===== config.mk =====
export PLATFORM = sky130hd
export DESIGN_NAME = audio_frame_ctrl
export DESIGN_NICKNAME = d
export VERILOG_FILES = /design/src/rtl/audio_pkg.sv /design/src/rtl/audio_shift_reg.sv /design/src/rtl/audio_frame_ctrl.sv
export SDC_FILE = /design/constraint.sdc
export NUM_CORES = 1
export LEC_CHECK = 0
export BUFFER_PORTS_ARGS = -buffer_cell sky130_fd_sc_hd__buf_2
export CAP_MARGIN = 20
export CORE_MARGIN = 2
export CORE_UTILIZATION = 30
export CTS_BUF_LIST = sky130_fd_sc_hd__clkbuf_8
export DETAILED_ROUTE_END_ITERATION = 12
export GPL_TIMING_DRIVEN = 0
export SYNTH_ARGS = -nofsm -noshare
export SYNTH_HDL_FRONTEND = slang
export SYNTH_SLANG_ARGS = --single-unit

===== constraint.sdc =====
create_clock -name CLK -period 2 [get_ports CLK]
set_clock_uncertainty 0.15 [all_clocks]
set_input_delay 0.2 -clock CLK [delete_from_list [all_inputs] [get_ports CLK]]
set_output_delay 0.2 -clock CLK [all_outputs]
set_load 0.01 [all_outputs]

===== src/rtl/audio_pkg.sv =====
// Shared types and constants for the audio frame controller slice.
package audio_pkg;

    localparam int AUDIO_SAMPLE_BITS = 24;
    localparam int FRAME_BITS        = 2 * AUDIO_SAMPLE_BITS;

    typedef logic signed [AUDIO_SAMPLE_BITS-1:0] audio_sample_t;

    typedef struct packed {
        audio_sample_t l;
        audio_sample_t r;
    } stereo_t;

    typedef enum logic [1:0] {
        IDLE = 2'd0,
        SYNC = 2'd1,
        RUN  = 2'd2
    } frame_state_e;

endpackage


===== src/rtl/audio_shift_reg.sv =====
// Parallel-load / serial-shift register with a saturating bit counter.
// Serves as the DAC serializer (PISO) and the ADC deserializer (SIPO).
module audio_shift_reg #(
    parameter int WIDTH = 48,
    parameter int CNT_W = $clog2(WIDTH + 1)
) (
    input  logic             clk,
    input  logic             reset,
    input  logic             load,
    input  logic [WIDTH-1:0] load_data,
    input  logic             shift,
    input  logic             shift_in,
    input  logic             clear_cnt,
    output logic [WIDTH-1:0] data,
    output logic [CNT_W-1:0] count
);

    // Load beats shift; clear_cnt together with shift counts the new bit as the first one.
    always_ff @(posedge clk) begin
        if (reset) begin
            data  <= '0;
            count <= '0;
        end else if (load) begin
            data  <= load_data;
            count <= '0;
        end else if (shift) begin
            data <= {data[WIDTH-2:0], shift_in};
            if (clear_cnt) begin
                count <= CNT_W'(1);
            end else if (count != CNT_W'(WIDTH)) begin
                count <= count + CNT_W'(1);
            end
        end else if (clear_cnt) begin
            count <= '0;
        end
    end

endmodule


===== src/rtl/audio_frame_ctrl.sv =====
// Frame sequencer: prefetches stereo pairs, serializes them onto DOUT and deserializes DIN.
// Optional AUDIO_FRAME_CTRL_REPEAT_LAST_EN replays the last pair on underrun instead of silence.
module audio_frame_ctrl
    import audio_pkg::*;
#(
    parameter int SAMPLE_BITS       = AUDIO_SAMPLE_BITS,
    parameter int UNDERRUN_CNT_BITS = 16
) (
    input  logic                         CLK,
    input  logic                         RESET,
    input  logic                         ENABLE,
    input  logic                         LOAD,
    input  logic                         OUT_SHIFT,
    input  logic                         IN_SHIFT,
    input  logic                         DIN,
    output logic                         DOUT,
    input  logic [SAMPLE_BITS-1:0]       OUT_L,
    input  logic [SAMPLE_BITS-1:0]       OUT_R,
    input  logic                         OUT_VALID,
    output logic                         OUT_READY,
    output logic [SAMPLE_BITS-1:0]       IN_L,
    output logic [SAMPLE_BITS-1:0]       IN_R,
    output logic                         IN_VALID,
    output logic                         RUNNING,
    output logic [UNDERRUN_CNT_BITS-1:0] UNDERRUN_CNT,
    output logic                         FRAME_ERR
);

    localparam int FRAME_W = 2 * SAMPLE_BITS;
    localparam int CNT_W   = $clog2(FRAME_W + 1);

    localparam logic [1:0] ST_IDLE = IDLE;
    localparam logic [1:0] ST_SYNC = SYNC;
    localparam logic [1:0] ST_RUN  = RUN;

    logic [1:0]         state;
    logic               active;
    logic               load_evt;
    logic               stop_evt;
    logic               accept;
    logic               underrun;
    logic               out_shift_en;
    logic               in_shift_en;
    logic               in_complete;
    logic               buf_full;
    logic [FRAME_W-1:0] buf_pair;
    logic [FRAME_W-1:0] out_load_data;
    logic [FRAME_W-1:0] underrun_fill;
    logic [FRAME_W-1:0] out_data;
    logic [FRAME_W-1:0] in_data;
    logic [FRAME_W-1:0] in_next;
    logic [CNT_W-1:0]   out_cnt;
    logic [CNT_W-1:0]   in_cnt;
    logic [FRAME_W-1:0] unused_bits;

    assign active    = (state == ST_SYNC) || (state == ST_RUN);
    assign OUT_READY = active && !buf_full;
    assign accept    = OUT_VALID && OUT_READY;
    assign load_evt  = LOAD && ENABLE && active;
    assign stop_evt  = LOAD && !ENABLE && (state == ST_RUN);
    assign RUNNING   = (state == ST_RUN);
    assign DOUT      = out_data[FRAME_W-1];

    assign out_shift_en = OUT_SHIFT && (state == ST_RUN) && (out_cnt != CNT_W'(FRAME_W));
    assign in_shift_en  = IN_SHIFT && (load_evt || ((state == ST_RUN) && !stop_evt));
    assign in_complete  = in_shift_en && !load_evt && (in_cnt == CNT_W'(FRAME_W - 1));
    assign in_next      = {in_data[FRAME_W-2:0], DIN};
    assign unused_bits  = {out_data[FRAME_W-2:0], in_data[FRAME_W-1]};

    always_ff @(posedge CLK) begin
        if (RESET) begin
            state <= ST_IDLE;
        end else begin
            case (state)
                ST_IDLE: if (ENABLE) state <= ST_SYNC;
                ST_SYNC: begin
                    if (!ENABLE) begin
                        state <= ST_IDLE;
                    end else if (LOAD) begin
                        state <= ST_RUN;
                    end
                end
                ST_RUN:  if (stop_evt) state <= ST_IDLE;
                default: state <= ST_IDLE;
            endcase
        end
    end

    // Frame source priority: buffered pair, then a pair handed over in the LOAD cycle, then underrun fill.
    always_comb begin
        underrun      = 1'b0;
        out_load_data = '0;
        if (load_evt) begin
            if (buf_full) begin
                out_load_data = buf_pair;
            end else if (accept) begin
                out_load_data = {OUT_L, OUT_R};
            end else begin
                underrun      = 1'b1;
                out_load_data = underrun_fill;
            end
        end
    end

`ifdef AUDIO_FRAME_CTRL_REPEAT_LAST_EN
    logic [FRAME_W-1:0] last_pair;

    always_ff @(posedge CLK) begin
        if (RESET) begin
            last_pair <= '0;
        end else if (load_evt && !underrun) begin
            last_pair <= out_load_data;
        end
    end

    assign underrun_fill = last_pair;
`else
    assign underrun_fill = '0;
`endif

    always_ff @(posedge CLK) begin
        if (RESET) begin
            buf_full <= 1'b0;
            buf_pair <= '0;
        end else if (load_evt && buf_full) begin
            buf_full <= 1'b0;
        end else if (accept && !load_evt) begin
            buf_full <= 1'b1;
            buf_pair <= {OUT_L, OUT_R};
        end
    end

    always_ff @(posedge CLK) begin
        if (RESET) begin
            UNDERRUN_CNT <= '0;
            FRAME_ERR    <= 1'b0;
        end else begin
            if (underrun && (UNDERRUN_CNT != {UNDERRUN_CNT_BITS{1'b1}})) begin
                UNDERRUN_CNT <= UNDERRUN_CNT + UNDERRUN_CNT_BITS'(1);
            end
            if (load_evt && (in_cnt != '0)) begin
                FRAME_ERR <= 1'b1;
            end
        end
    end

    always_ff @(posedge CLK) begin
        if (RESET) begin
            IN_L     <= '0;
            IN_R     <= '0;
            IN_VALID <= 1'b0;
        end else begin
            IN_VALID <= in_complete;
            if (in_complete) begin
                IN_L <= in_next[FRAME_W-1:SAMPLE_BITS];
                IN_R <= in_next[SAMPLE_BITS-1:0];
            end
        end
    end

    // A stop LOAD reloads zeros so DOUT idles low.
    audio_shift_reg #(
        .WIDTH(FRAME_W),
        .CNT_W(CNT_W)
    ) u_out_sr (
        .clk      (CLK),
        .reset    (RESET),
        .load     (load_evt || stop_evt),
        .load_data(out_load_data),
        .shift    (out_shift_en),
        .shift_in (1'b0),
        .clear_cnt(1'b0),
        .data     (out_data),
        .count    (out_cnt)
    );

    audio_shift_reg #(
        .WIDTH(FRAME_W),
        .CNT_W(CNT_W)
    ) u_in_sr (
        .clk      (CLK),
        .reset    (RESET),
        .load     (in_complete),
        .load_data(in_next),
        .shift    (in_shift_en),
        .shift_in (DIN),
        .clear_cnt(load_evt || stop_evt),
        .data     (in_data),
        .count    (in_cnt)
    );

endmodule

==> results of run 1 <==
## flip-flops by register name, summed over array words and instances (netlist names)
register / cells
u_out_sr.data: 48
IN_L: 24
buf_full: 1
FRAME_ERR: 1
IN_VALID: 1
UNDERRUN_CNT: 16
state: 2
u_in_sr.data: 47
IN_R: 24
buf_pair: 48
u_out_sr.count: 6
u_in_sr.count: 6
## cell usage in the layout, fill, tap and decap left out, types with 13 or more instances in the layout
| cell type | count |
|---|---|
| nand2_1 | 277 |
| nor2_1 | 75 |
| a21oi_1 | 129 |
| a22oi_1 | 35 |
| dfxtp_1 | 217 |
| clkbuf_8 | 48 |
| dlygate4sd3_1 | 54 |
| a22oi_2 | 13 |
| nand2_2 | 17 |
| inv_1 | 22 |
| o21ai_0 | 40 |
| nor3_2 | 14 |
| buf_2 | 130 |
| nor3_1 | 34 |
| clkbuf_1 | 28 |
| buf_6 | 27 |
| buf_8 | 14 |
| o21a_1 | 47 |
| buf_4 | 37 |
| a21oi_2 | 23 |
## layout make-up
type                    instances  area, um^2  share of cell area
repair buffers                222        1678              0.1294
clock buffers                  47       646.9             0.04988
multi-input cells             830        4792              0.3695
inverters                       8       35.03            0.002701
diodes                          2       5.005           0.0003859
clock inverters                25       116.4            0.008973
plain buffers                  86       711.9             0.05490
flip-flops and latches        224        4496              0.3466
well taps                     390       488.0             0.03763
## per-stage QoR
| stage | util | power (mW) | hold slack, ps |
|---|---|---|---|
| 2_1_floorplan | - | 5.579 | 186.0 |
| 3_3_place_gp | 0.3438 | 5.914 | 291.0 |
| 3_5_place_dp | 0.3438 | 5.934 | 293.5 |
| 4_1_cts | 0.4022 | 10.27 | 13.27 |
| 5_1_grt | 0.4352 | 11.03 | 73.85 |
| 6_report | 0.4352 | 10.54 | 41.07 |
## cell usage after synthesis, types with 3 or more instances
cell,n
dfxtp_1,224
xnor2_1,9
buf_1,6
nand3_1,10
and4_1,3
xor2_1,11
nand2_1,304
nand2b_1,3
a21oi_1,152
buf_4,3
clkbuf_1,59
buf_2,21
ha_1,9
nand4_1,10
o21ai_0,51
nor3_1,53
o21a_1,47
and3_1,5
a22oi_1,48
inv_1,8
nor2_1,81
## routing by layer
layer,up-vias,GRT usage,wire length [um]
met5,-,0,0
met4,0,0.05522,545
met3,57,0.03197,1438
met2,226,0.2592,12670
met1,4149,0.2134,12270
li1,4458,-,-
## power breakdown
part	leakage [nW]	total, mW	switching [mW]	internal [mW]
clock network	0.460	4.11	1.95	2.16
registers	1.82	4.75	0.0976	4.65
logic	2.77	1.68	0.885	0.797
## timing repair
| item | in CTS | in global routing |
|---|---|---|
| buffers inserted | 13 | 23 |
| hold buffers | 54 | 0 |
| resized for setup | 111 | 217 |
| endpoints found under the setup margin | 197 | 177 |
| endpoints found under the hold margin | 101 | 0 |
| pin swaps | 12 | 62 |
| gates cloned | 3 | 7 |
## worst max-delay path: cells and delay by family (launching register included)
| kind | cells | cell delay (ps) |
|---|---|---|
| buffers and inverters | 2 | 190 |
| flip-flops | 1 | 370 |
| adder cells (fa/ha/maj) | 1 | 300 |
| AND/OR/NAND/NOR | 3 | 880 |
| AO/OA/AOI/OAI | 1 | 130 |
## cell families (layout without fill, tap and decap cells)
kind of cell | after synthesis | in the layout | synth area share
AO/OA/AOI/OAI | 310 | 310 | 0.2000
XOR/XNOR | 20 | 20 | 0.01920
adder cells (fa/ha/maj) | 9 | 9 | 0.01234
buffers and inverters | 99 | 388 | 0.04649
flip-flops | 224 | 224 | 0.4916
multiplexers | 3 | 3 | 0.003429
other | 0 | 2 | 0
AND/OR/NAND/NOR | 488 | 488 | 0.2270
## worst max path at each step
stage                        start               end  slack (ps)  cells after the start
after floorplan           state[1]          IN_R[13]          10                     11
after global placement    state[1]      buf_pair[35]        -460                      8
after detailed placement  state[1]  u_out_sr.data[0]        -490                      8
after CTS                 state[1]          IN_R[20]        -100                     11
after global routing      state[1]          IN_L[14]        -190                     10
final                     state[1]   UNDERRUN_CNT[2]        -100                      7
==> results.json, run 1 <==
{
  "outcome": "finished with violations",
  "violations": "negative setup slack",
  "cts_tree": "built",
  "synth_edf_count": 0,
  "clockRootBuffer": "clkbuf_8",
  "cts_sinks": 224,
  "grt_usage": 0.1605,
  "critical_path_class": "reg -> reg",
  "grt_pass1_wl_um": 41390,
  "clk_path_buf_depth": 3,
  "arrival_ps": 2410,
  "clk_pin_slew_ps": 60,
  "gp_congestion": 0.8097,
  "fin_cells": 1834,
  "port_buffers": 122,
  "max_freq_ghz": 0.4761,
  "whs_endpoint": "state[1]",
  "maxSlewViolCount": 0,
  "wl_per_cell_um": 14.68,
  "core_area_mm2": 0.02980,
  "rsz0062_at_grt": "true",
  "cts_made_buffers": 40,
  "drtIter0Drc": 440,
  "viasPerCell": 4.847,
  "placed_area_mm2": 0.01024,
  "finalWorstSetupSlack_ps": -100.4,
  "io-pin-count": 125,
  "regToRegEndpoint": "UNDERRUN_CNT[2]",
  "fillerInstances": 3021,
  "setup_viol": 71,
  "vias": 8890,
  "nNetsFinal": 1477,
  "core.rowCount": 63,
  "syn_nets": 1218,
  "power_leakage_nw": 5.045,
  "ys_dominant_reg_cell": "dfxtp_1",
  "drv_cap": 0,
  "drive_above_1_share": 0.2822,
  "wl_um": 26930,
  "critical_path_peak_fanout": 6,
  "drc_errors": 0,
  "tightest_slew_ps": 815.9,
  "place_worst_setup_slack_ps": -492.6,
  "crit_slowest_cell": "or3b_4",
  "yosysTopAreaCell": "dfxtp_1",
  "ys_ff_latch": 224,
  "yosysSeqAreaShare": 0.4916,
  "relSlewSlack": 0.4561,
  "cp_cell_sequence": "inv_4 > ha_4 > nand4b_4 > or3b_4 > buf_8 > or3_1 > a21oi_1",
  "die_h_um": 178.4,
  "synth_cell_types": 51,
  "antenna_left": 0,
  "min_period_ps": 2100,
  "report.final.hold_viol_count": 0,
  "ys_top_cells_by_area": "dfxtp_1 (49%), nand2_1 (13%), a21oi_1 (8.3%)",
  "hold_start": "LOAD",
  "synth.cell_area_mm2": 0.009122,
  "cts_max_level": 2,
  "drt_first_pass_iters": 6,
  "min_path_type": "in -> reg",
  "fin_tns_setup_ps": -3507,
  "cp-start-kind": "register",
  "die_area_mm2": 0.03182,
  "min_path_cells": 4,
  "r2r_slack_ps": -100,
  "area_growth_pct": 42.16,
  "ys_warn_count": 0,
  "start_util": 0.3062,
  "end_kind": "register",
  "antenna_found_initial": 2,
  "place_inst": 1665,
  "synth_top_area_share": 0.4916,
  "powerDensity_mw_per_mm2": 812.4,
  "worstReg2RegStart": "state[1]",
  "stdcell_area_mm2": 0.01297,
  "worstPathRequired_ps": 2310,
  "cpPeakStageDelay_ps": 420,
  "clock_latency_ps": 560,
  "avgSynthCellArea_um2": 7.912,
  "worstRegToRegCells": 7,
  "irDropWorstVdd_uv": 532.2,
  "synthArstFlopShare": 0,
  "grt_max_degree": 12,
  "die_x_um": 178.4,
  "synthCells": 1153,
  "grt_pass1_vias": 8103,
  "grt_remaining_overflow": 0,
  "fin_crit_sh": 1.050,
  "hpwl_um": 17240
}
Note: power is estimated with default switching activity, not from simulation.
==> inputs of run 2 (changes only) <==
--- a/config.mk
+++ b/config.mk
@@ -6,12 +6,12 @@
 export NUM_CORES = 1
 export LEC_CHECK = 0
 export BUFFER_PORTS_ARGS = -buffer_cell sky130_fd_sc_hd__buf_2
-export CAP_MARGIN = 20
 export CORE_MARGIN = 2
 export CORE_UTILIZATION = 30
 export CTS_BUF_LIST = sky130_fd_sc_hd__clkbuf_8
 export DETAILED_ROUTE_END_ITERATION = 12
 export GPL_TIMING_DRIVEN = 0
+export SETUP_SLACK_MARGIN = 0.2
 export SYNTH_ARGS = -nofsm -noshare
 export SYNTH_HDL_FRONTEND = slang
 export SYNTH_SLANG_ARGS = --single-unit
==> constraint.sdc (replaced) <==
create_clock -name CLK -period 2.3 [get_ports CLK]
set_clock_uncertainty 0.15 [all_clocks]
set_input_delay 0.23 -clock CLK [delete_from_list [all_inputs] [get_ports CLK]]
set_output_delay 0.23 -clock CLK [all_outputs]
set_load 0.01 [all_outputs]
==> run 2 against run 1 <==
  * The run now ends clean
  * Cell area shrank 6.8%
  * Worst hold slack gained 12 ps
  * Routed wire length down 2.8%
  * Clock power shrank 15%
  * Combinational power shrank 32%
  * Sequential power shrank 13%
  * Cell count decreased by 2.1%
  * Global-route usage decreased by 0.16 points
  * First-iteration DRC count increased by 14%
  * Sequential cell count stayed put
  * Critical path type unchanged
  * Critical endpoint is now IN_R[8]
  * Largest power group unchanged
  * Highest routed layer unchanged
==> results.json, run 2 (synthesized netlist as in run 1, its figures left out) <==
{
  "die_area_mm2": 0.03182,
  "viasPerCell": 4.841,
  "cpPeakStageDelay_ps": 350,
  "place_inst": 1665,
  "grt_max_degree": 13,
  "regArea_mm2": 0.004492,
  "start_util": 0.3062,
  "vias": 8694,
  "die_h_um": 178.4,
  "hpwl_um": 17350,
  "grt_pass1_vias": 8080,
  "die_x_um": 178.4,
  "final_core_util": 0.4059,
  "min_period_ps": 2165,
  "antenna_cells": 0,
  "fin_crit_sh": 0.9413,
  "relSlewSlack": 0.4824,
  "holdWs_ps": 52.71,
  "arrival_ps": 2420,
  "core_area_mm2": 0.02980,
  "clk_pin_slew_ps": 60,
  "clk_path_buf_depth": 3,
  "cts_made_buffers": 41,
  "final_cell_mix": "nand2_1 (291), dfxtp_1 (220), a21oi_1 (138)",
  "powerDensity_mw_per_mm2": 723.0,
  "drv_cap": 0,
  "multi_input_area_mm2": 0.004463,
  "critical_path_class": "reg -> reg",
  "fin_tns_setup_ps": 0,
  "rsz0062_at_grt": "true",
  "place_worst_setup_slack_ps": -270.0,
  "cts_tree": "built",
  "maxSlewViolCount": 0,
  "cp_top_family": "buffers and inverters",
  "cts_max_level": 2,
  "worstPathRequired_ps": 2550,
  "hold_start": "OUT_SHIFT",
  "drive_above_1_share": 0.2148,
  "cts_sinks": 224,
  "antenna_left": 0,
  "drt_first_pass_iters": 5,
  "fillerInstances": 3050,
  "wl_per_cell_um": 14.57,
  "drtIter0Drc": 500,
  "grt_pass1_wl_um": 41110,
  "nNetsFinal": 1455,
  "clock_latency_ps": 550,
  "report.final.hold_viol_count": 0,
  "worstReg2RegStart": "state[1]",
  "core.rowCount": 63,
  "max_freq_ghz": 0.4619,
  "stdcell_area_mm2": 0.01209,
  "crit_path_start": "state[1]",
  "cp-start-kind": "register",
  "largest_registers": "buf_pair (48), u_out_sr.data (48), u_in_sr.data (47)",
  "cp_num_buf_inv": 5,
  "p_total_mw": 8.743,
  "antenna_found_initial": 0,
  "tightest_slew_ps": 776.4,
  "cp_cell_sequence": "buf_4 > ha_4 > a21o_1 > and3_1 > buf_6 > and4_1 > buf_6 > buf_4 > clkbuf_16 > nand2_2 > a21oi_2",
  "wl_um": 26160,
  "end_kind": "register",
  "area_growth_pct": 32.56,
  "clockRootBuffer": "clkbuf_8",
  "grt_usage": 0.1589,
  "power_leakage_nw": 4.618,
  "gp_congestion": 0.8057,
  "irDropWorstVdd_uv": 566.2,
  "setup_viol": 0,
  "drc_errors": 0,
  "fin_cells": 1796,
  "port_buffers": 122,
  "finalWorstSetupSlack_ps": 135.1,
  "min_path_type": "in -> reg",
  "outcome": "finished, final reports clean",
  "crit_slowest_cell": "dfxtp_4",
  "layout_commonest_cell": "nand2_1",
  "critical_path_peak_fanout": 8,
  "grt_remaining_overflow": 0,
  "placed_area_mm2": 0.01024,
  "io-pin-count": 125
}
-- run 2: changes by cell type in the layout (fill, tap and decap cells not counted), moves of 12 or more --
cell	before	now
buf_6	27	8
buf_4	37	23
clkbuf_4	1	15
nand2_1	277	291
nor3_1	34	48
a22oi_1	35	47
a22oi_2	13	1
nor3_2	14	2
-- run 2: worst register-to-register path, cell delays in order (launching register included) --
cell       delay (ps)
dfxtp_4           350
buf_4             140
ha_4              190
a21o_1            180
and3_1            160
buf_6             130
and4_1            180
buf_6             130
buf_4             130
clkbuf_16         150
nand2_2            80
a21oi_2            60
-- run 2: report_power, final --
group / internal, mW / switching [mW]
combinational: 0.470 / 0.675
sequential: 4.04 / 0.0781
clock: 1.84 / 1.63
total: 6.36 / 2.39
-- run 2: worst paths after layout --
path,endpoint,slack [ps],cells past startpoint
min reg2reg,IN_L[15],300,2
max reg2reg,IN_R[8],140,11
max,IN_R[8],140,11
min,u_out_sr.count[1],50,5
-- run 2: layout make-up --
| cell class | instances | area share |
|---|---|---|
| plain buffers | 90 | 0.04656 |
| clock inverters | 12 | 0.005794 |
| flip-flops and latches | 224 | 0.3714 |
| well taps | 390 | 0.04035 |
| inverters | 8 | 0.002897 |
| clock buffers | 47 | 0.05349 |
| multi-input cells | 830 | 0.3691 |
| repair buffers | 195 | 0.1104 |
-- run 2: per-layer routing --
metal | up-vias | share of wire | GRT usage
met4 | 0 | 0.023 | 0.04878
met5 | - | 0 | 0
met1 | 4021 | 0.47 | 0.2151
met3 | 47 | 0.057 | 0.03282
met2 | 232 | 0.45 | 0.2537
li1 | 4394 | - | -
-- run 2: timing repair --
action / in CTS / in global routing
gates resized for setup: 64 / 95
cloned: 0 / 3
pin swaps: 5 / 14
hold endpoints to repair: 77 / 0
endpoints found under the setup margin: 189 / 191
buffers inserted: 10 / 8
hold buffers: 52 / 0
==> inputs of run 3 (changes only) <==
--- a/config.mk
+++ b/config.mk
@@ -7,10 +7,11 @@
 export LEC_CHECK = 0
 export BUFFER_PORTS_ARGS = -buffer_cell sky130_fd_sc_hd__buf_2
 export CORE_MARGIN = 2
-export CORE_UTILIZATION = 30
-export CTS_BUF_LIST = sky130_fd_sc_hd__clkbuf_8
+export CORE_UTILIZATION = 50
+export CTS_BUF_LIST = sky130_fd_sc_hd__clkbuf_16
 export DETAILED_ROUTE_END_ITERATION = 12
 export GPL_TIMING_DRIVEN = 0
+export PLACE_DENSITY = 0.71
 export SETUP_SLACK_MARGIN = 0.2
 export SYNTH_ARGS = -nofsm -noshare
 export SYNTH_HDL_FRONTEND = slang
==> run 3 against run 2 <==
  * Cell count shrank 10%
  * Sequential power is essentially flat
  * Sequential cell count is the same
  * First-iteration DRC count grew 15%
  * Sequential share of layout area grew 0.92 points
  * Power shrank 0.50%
  * Fmax grew 0.19%
  * Clock power is essentially flat
  * Non-clock buffer count shrank 5
  * Critical path type unchanged
  * Critical endpoint is now IN_R[21]
  * Highest routed layer unchanged
==> results.json, run 3 (synthesized netlist as in run 1, its figures left out) <==
{
  "outcome": "finished, final reports clean",
  "viasPerCell": 5.362,
  "min_path_type": "in -> reg",
  "wl_um": 23970,
  "antenna_cells": 0,
  "die_x_um": 139.1,
  "fin_tns_setup_ps": 0,
  "critical_path_peak_fanout": 7,
  "max_freq_ghz": 0.4628,
  "worstPathRequired_ps": 2580,
  "largest_registers": "buf_pair (48), u_out_sr.data (48), u_in_sr.data (47)",
  "setup_viol": 0,
  "arrival_ps": 2440,
  "hpwl_um": 15490,
  "power_leakage_nw": 4.566,
  "clockRootBuffer": "clkbuf_16",
  "crit_slowest_cell": "dfxtp_2",
  "drtIter0Drc": 574,
  "fin_crit_sh": 0.9395,
  "relSlewSlack": 0.4675,
  "grt_max_degree": 14,
  "cts_made_buffers": 24,
  "core_area_mm2": 0.01790,
  "nNetsFinal": 1433,
  "drc_errors": 0,
  "antenna_left": 0,
  "grt_usage": 0.2350,
  "cts_max_level": 1,
  "antenna_found_initial": 0,
  "grt_pass1_vias": 8107,
  "gp_congestion": 0.8264,
  "drt_first_pass_iters": 5,
  "rsz0062_at_grt": "true",
  "cp-start-kind": "register",
  "crit_top_cell": "buf_6",
  "die_area_mm2": 0.01934,
  "irDropWorstVdd_uv": 721.7,
  "grt_remaining_overflow": 0,
  "powerDensity_mw_per_mm2": 736.4,
  "io-pin-count": 125,
  "cts_tree": "built",
  "report.final.hold_viol_count": 0,
  "grt_pass1_wl_um": 38820,
  "maxSlewViolCount": 0,
  "clock_latency_ps": 510,
  "tightest_slew_ps": 792.1,
  "start_util": 0.5096,
  "area_growth_pct": 29.50,
  "critical_path_class": "reg -> reg",
  "cp_num_buf_inv": 5,
  "vias": 8660,
  "layout_commonest_cell": "nand2_1",
  "drv_cap": 0,
  "min_period_ps": 2161,
  "final_core_util": 0.6599,
  "cp_top_family": "buffers and inverters",
  "port_buffers": 122,
  "final_cell_mix": "nand2_1 (294), dfxtp_1 (214), a21oi_1 (139)",
  "core.rowCount": 49,
  "wl_per_cell_um": 14.84,
  "fillerInstances": 1530,
  "cp_cell_sequence": "inv_4 > ha_4 > a21o_1 > and3_4 > buf_6 > and4_1 > buf_6 > buf_6 > clkbuf_16 > nand2_4 > a21oi_2",
  "drive_above_1_share": 0.2035,
  "clk_path_buf_depth": 3,
  "die_h_um": 139.1,
  "cts_sinks": 224,
  "cpPeakStageDelay_ps": 350,
  "end_kind": "register",
  "clk_pin_slew_ps": 60
}
run 3: through the flow:
stage	instance area, um^2	hold WS, ps	std cells	total power, mW	setup slack [ps]
final	11810	49.24	1615	8.699	139.1
after detailed placement	10030	293.0	1504	5.141	-224.8
after CTS	11510	47.42	1610	8.713	146.2
after floorplan	9138	216.0	1153	4.848	230.4
after global routing	11810	72.39	1615	9.043	63.62
after global placement	10030	288.9	1504	5.124	-214.8
run 3: repair_timing:
action / CTS / global route
hold endpoints to repair: 54 / 0
hold buffers: 52 / 0
resized for setup: 62 / 92
setup endpoints to repair: 188 / 194
cloned: 1 / 1
pin swaps: 8 / 22
buffers inserted: 9 / 4
run 3: final cells by class:
cell class | count | area (um^2) | area share
timing repair buffer | 189 | 1281 | 0.1085
clock buffer | 25 | 625.6 | 0.05296
inverter | 8 | 32.53 | 0.002754
clock inverter | 19 | 81.33 | 0.006884
multi-input combinational | 830 | 4474 | 0.3787
tap | 229 | 286.5 | 0.02425
buffer | 91 | 535.5 | 0.04533
sequential | 224 | 4497 | 0.3806
run 3: final timing paths:
path	from	endpoint	slack [ps]	cells past startpoint
setup / recovery	state[0]	IN_R[21]	140	11
setup reg to reg	state[0]	IN_R[21]	140	11
hold reg to reg	IN_R[11]	IN_R[11]	300	2
hold / removal	OUT_SHIFT	u_out_sr.count[3]	50	5
run 3: power by group:
group	internal [mW]	total (mW)	switching, mW	leakage, nW
sequential	4.04	4.12	0.0804	1.82
clock	1.95	3.46	1.51	0.378
combinational	0.460	1.12	0.656	2.37
total	6.45	8.70	2.25	4.57
run 3: worst reg2reg max path: cells and delay by family, from the launching register on:
family | cells | cell delay [ps]
AOI/OAI and AO/OA | 2 | 280
adders and majority gates | 1 | 300
buffers and inverters | 5 | 570
DFF | 1 | 350
and+or+nand+nor | 3 | 440
run 3: layer usage:
metal	vias up	GRT usage	wire (um)
li1	4343	-	-
met1	4066	0.3023	10680
met2	212	0.4205	11740
met3	39	0.03280	1107
met4	0	0.05157	435
met5	-	0	0
